[src/rtl/multdiv_arbiter.sv]
// multdiv_arbiter
//   Round-robin arbiter and sequencer sharing one multi-cycle mult/div unit
//   among 8 requesters. The winner is registered into grant_id, which also
//   steers the operand/result muxes. A single-cycle start pulse launches the
//   unit; the cycle the unit reports ready, a one-hot done pulse is returned
//   to the owner.
//
//   Optional: define MULTDIV_ARB_TIMEOUT_EN to abort an operation that stays
//   in BUSY for TIMEOUT cycles without unit_rdy (timeout_err pulse, no done).
//
// Ports
//   clock       in   rising-edge clock
//   reset_n     in   asynchronous active-low reset
//   req[7:0]    in   level request per requester, held until done
//   unit_rdy    in   result-ready from the unit, only looked at in BUSY
//   grant[7:0]  out  one-hot grant to the owner, zero when idle (registered)
//   grant_id    out  binary owner index / mux select (registered)
//   unit_start  out  single-cycle start pulse (registered)
//   done[7:0]   out  one-hot completion pulse (combinational)
//   busy        out  high in START and BUSY (registered)
//   timeout_err out  single-cycle abort pulse, constant 0 without the feature

module multdiv_arbiter #(
    parameter int TIMEOUT = 64
) (
    input  logic       clock,
    input  logic       reset_n,
    input  logic [7:0] req,
    input  logic       unit_rdy,
    output logic [7:0] grant,
    output logic [2:0] grant_id,
    output logic       unit_start,
    output logic [7:0] done,
    output logic       busy,
    output logic       timeout_err
);

    if (TIMEOUT < 2 || TIMEOUT > 255) begin : g_bad_timeout
        $error("multdiv_arbiter: TIMEOUT must be in 2..255");
    end

    typedef enum logic [1:0] {
        S_IDLE,
        S_START,
        S_BUSY
    } state_t;

    state_t     state, state_nxt;
    logic [2:0] last_grant, last_grant_nxt;
    logic [2:0] grant_id_nxt;
    logic [2:0] winner;
    logic [2:0] scan_idx;
    logic       abort;

`ifdef MULTDIV_ARB_TIMEOUT_EN
    logic [7:0] tmo_cnt;

    always_ff @(posedge clock or negedge reset_n) begin
        if (!reset_n) begin
            tmo_cnt <= '0;
        end else if (state == S_START) begin
            tmo_cnt <= '0;
        end else if (state == S_BUSY && !unit_rdy) begin
            tmo_cnt <= tmo_cnt + 8'd1;
        end
    end

    // A ready arriving in the limit cycle takes precedence over the abort.
    assign abort = (state == S_BUSY) && !unit_rdy && (tmo_cnt == 8'(TIMEOUT - 1));
`else
    assign abort = 1'b0;
`endif

    assign timeout_err = abort;

    // Scan from the farthest offset down to the nearest so that the nearest
    // set bit after last_grant overwrites all others. Offset 8 wraps to
    // last_grant itself, giving the previous owner lowest priority.
    always_comb begin
        winner   = last_grant;
        scan_idx = last_grant;
        for (int i = 8; i >= 1; i--) begin
            scan_idx = last_grant + 3'(i);
            if (req[scan_idx]) winner = scan_idx;
        end
    end

    always_comb begin
        state_nxt      = state;
        grant_id_nxt   = grant_id;
        last_grant_nxt = last_grant;
        case (state)
            S_IDLE: begin
                if (|req) begin
                    grant_id_nxt = winner;
                    state_nxt    = S_START;
                end
            end
            S_START: state_nxt = S_BUSY;
            S_BUSY: begin
                // Pointer moves only when the operation ends, done or abort.
                if (unit_rdy || abort) begin
                    last_grant_nxt = grant_id;
                    state_nxt      = S_IDLE;
                end
            end
            default: state_nxt = S_IDLE;
        endcase
    end

    // Registered outputs are computed from next-state so they line up with
    // the state they describe.
    always_ff @(posedge clock or negedge reset_n) begin
        if (!reset_n) begin
            state      <= S_IDLE;
            last_grant <= 3'd7;
            grant_id   <= 3'd0;
            grant      <= 8'h00;
            unit_start <= 1'b0;
            busy       <= 1'b0;
        end else begin
            state      <= state_nxt;
            last_grant <= last_grant_nxt;
            grant_id   <= grant_id_nxt;
            grant      <= (state_nxt == S_IDLE) ? 8'h00 : (8'h01 << grant_id_nxt);
            unit_start <= (state_nxt == S_START);
            busy       <= (state_nxt != S_IDLE);
        end
    end

    assign done = (state == S_BUSY && unit_rdy) ? (8'h01 << grant_id) : 8'h00;

endmodule

[config.mk]
export PLATFORM = sky130hd
export DESIGN_NAME = multdiv_arbiter
export DESIGN_NICKNAME = d
export VERILOG_FILES = /design/src/rtl/multdiv_arbiter.sv
export SDC_FILE = /design/constraint.sdc
export NUM_CORES = 1
export LEC_CHECK = 0
export BUFFER_PORTS_ARGS = -buffer_cell sky130_fd_sc_hd__clkbuf_2
export CORE_MARGIN = 5
export CORE_UTILIZATION = 46
export CTS_BUF_LIST = sky130_fd_sc_hd__clkbuf_8
export CTS_CLUSTER_SIZE = 8
export DETAILED_ROUTE_END_ITERATION = 12
export PLACE_DENSITY = 0.69
export SLEW_MARGIN = 40
export SYNTH_ARGS = -nofsm -noshare
export SYNTH_HDL_FRONTEND = slang
export SYNTH_SLANG_ARGS = --single-unit
[constraint.sdc]
create_clock -name clock -period 5.6 [get_ports clock]
set_clock_uncertainty 0.05 [all_clocks]
set_input_delay 0.56 -clock clock [delete_from_list [all_inputs] [get_ports clock]]
set_output_delay 0.56 -clock clock [all_outputs]
set_load 0.01 [all_outputs]
==> results.md <==
- First DRT Iteration DRCs: 63
- Nets@finish: 205
- WP data arrival: 3.70 ns
- Reg2reg setup slack: 1.95 ns
- # Post-CTS Setup Buffers: 0
- CTS root buf: clkbuf_8
- Fill cells: approximately 330
- Post-CTS Hold Buffers: 0
- Startpoint type of the worst setup path: flop
- Maximum level of the CTS H-tree: 1
- Antenna cells: 0
- Setup crit end kind: flop
- EDFF count, synth: 0
- DP Worst Slack: about 2 ns
- Synth Register Bits: 18
- CP Cell Sequence: inv_1 -> ha_1 -> mux4_2 -> mux2_4 -> a211o_1 -> o41ai_4 -> inv_2 -> a2111oi_1
- Power Dens Cells: 720 mW/mm2
- Top-count cell post-synth: nand2_1
- Syn avg cell area: 9.63 um2
- Mapped Nets: 179
- Yosys top cell area share: 0.235
- Layout area overhead: 13.5%
- Placed Instance Area: about 0.0018 mm2
- Finished Layout Cells: approximately 240
- Worst-skew pair later-pin latency: about 0.25 ns
- WP data required: 5.66 ns
- Fin crit share: 0.652
- Initial antenna violation count: 0
- CTS sink cnt: 18
- Final worst slack: 1.95 ns
- Leakage: 0.788 nW
- Die width: 69.0 um
- Die Ht: 69.0 um
- Leading area contributor after synthesis: dfrtp_1
- Reg2Reg Depth: 8
- Worst min-delay path class: primary input to asynchronous set/reset pin
- CP max-delay cell: dfstp_2
- CTS tree: built
- Achievable Freq: between 200 and 300 MHz
- Synth Warn #: 0
- RePlAce Congestion: 0.994
- Worst r2r src: last_grant[0]
- Share of layout cells above drive strength 1: 0.325
- Detailed Place HPWL: 2970 um
- Initial Utilization: 0.475
- Clock Tree Buf Depth: 2
- Syn Std Cell Area: 0.00160 mm2
- Setup crit start: last_grant[0]
- Worst slew pin tran: 0.566 ns
- Placed insts: 233
- Share of the yosys chip area belonging to registers: 0.284
- Largest net degree at the start of global routing: 19
- Post-CTS sizing: 0
- Row count: 21
- TNS Setup: 0 ns
- Met2 usage: 0.286
- Slew margin rel.: 0.623
- Overall Global Routing Usage: 0.177
- Vias in the first global route: between 1000 and 1500
- I/O Buffers: 31
- Status: finished clean
- Asr flop ratio synth: 1.00
- Total gr overflow: 0
- DRC Markers: 0
- Worst r2r dst: grant[4]
- Final min period: about 3.6 ns
- Fin. max-slew vios: 0
- Synthesized instance count: 166
- Vias per cell: 6.07
- Crit-path max FO: 17
- 1st-pass router iterations: 4
- Post-DRT Antenna Nets: 0
- Num ports: 33
- First-pass GRT wire length: 6300 um
- Library cells used by synthesis: 48
- Critical path class: flop to flop
- Crit path largest cell delay: 0.79 ns
- Synth Flop Type: dfrtp_1
- VDD IR max: 0.000380 V
- Top cells by area, synth: dfrtp_1, mux4_2, mux2_2
- Via count: 1438
- Final setup fails: 0
- Layout Cell Area excl Fill: 0.00181 mm2
- Routed WL: 3890 um
- DR WL/cell: 16.4 um
- Gr busiest metal: met2
- Die area: roughly 0.0048 mm2
- Worst-path clk slew: around 0.070 ns
- RSZ-0062 raised after global routing: no
- Clock buffer count from CTS: 3
- Max-Cap Viols: 0
- Core Footprint: 0.00336 mm2
- M1 GR Usage: 0.237
- Synth top cells by count: nand2_1, dfrtp_1, nor2_1
- Final count of hold timing violations: 0
- Met3 Track Usage GR: 0.0405
critical path: cells and delay by family, from the launching register on:
kind | cells | cell delay (ns)
fa+ha+maj | 1 | 0.48
compound gates | 3 | 1.13
buf+inv | 2 | 0.30
flops | 1 | 0.79
mux | 2 | 0.75
cells in the final DEF, fill, tap and decap left out, types with 2 or more instances in the layout:
master / n
o2111ai_1: 2
nor4_1: 2
xnor2_1: 3
mux4_2: 11
o2bb2ai_1: 2
a22o_1: 2
or2_2: 2
nand2_1: 16
nor2_1: 15
o21ai_0: 4
clkbuf_8: 4
inv_1: 8
nand2b_1: 3
xor2_1: 2
a2111oi_1: 2
dfrtp_1: 15
a21oi_1: 10
mux2_2: 8
clkbuf_2: 31
mux2i_1: 8
a211o_1: 2
dfstp_2: 3
a211oi_1: 4
nor3_1: 7
a2111oi_0: 2
nand3_1: 2
ha_1: 2
flip-flops by register name, summed over array words and instances, names as in the netlist:
| signal | flops |
|---|---|
| grant | 8 |
| state | 2 |
| unit_start | 1 |
| busy | 1 |
| last_grant | 3 |
| grant_id | 3 |
kinds of logic (layout without fill, tap and decap cells):
group,Yosys count,in the layout,share of synthesized area
compound gates,39,39,0.187
xor+xnor,5,5,0.0274
fa+ha+maj,2,2,0.0156
buf+inv,19,44,0.0540
flops,18,18,0.284
mux,28,28,0.271
other cells,1,1,0.00235
simple gates,54,54,0.159
worst max path at each step:
stage	depth (start not counted)	slack [ns]	end
finish	8	1.95	grant[4]
global route	8	1.69	grant[4]
CTS	8	1.95	grant[4]
detailed placement	8	1.98	grant[4]
global placement	8	2.15	grant[6]
floorplan	11	2.04	grant[4]
cell type report:
cell class	count	area (um2)	share of cell area
inverter	9	33.8	0.0186
multi-input combinational	129	1060	0.583
clock buffer	4	55.1	0.0303
tap	46	57.6	0.0317
sequential	18	454	0.250
timing repair buffer	31	155	0.0855
power by group:
group          leakage (nW)  internal, W  switching, W
Sequential            0.225     0.000192     0.0000978
Combinational         0.535     0.000398      0.000514
Clock                0.0288    0.0000624     0.0000419
Total                 0.788     0.000652      0.000653
per-stage QoR:
stage          hold WS, ns   util  power (W)
6_report             0.188  0.539    0.00131
5_1_grt              0.219  0.539    0.00141
4_1_cts              0.199  0.539    0.00130
3_5_place_dp         0.471  0.523    0.00119
3_3_place_gp         0.462  0.523    0.00117
2_1_floorplan        0.214      -   0.000994
routing by layer:
layer / routed length [um] / vias up / part of all wire
li1: - / 681 / -
met1: 1630 / 692 / 0.42
met2: 1940 / 57 / 0.50
met3: 248 / 8 / 0.064
met4: 79 / 0 / 0.020
met5: 0 / - / 0
No activity file was read; power rests on OpenSTA's default activity.
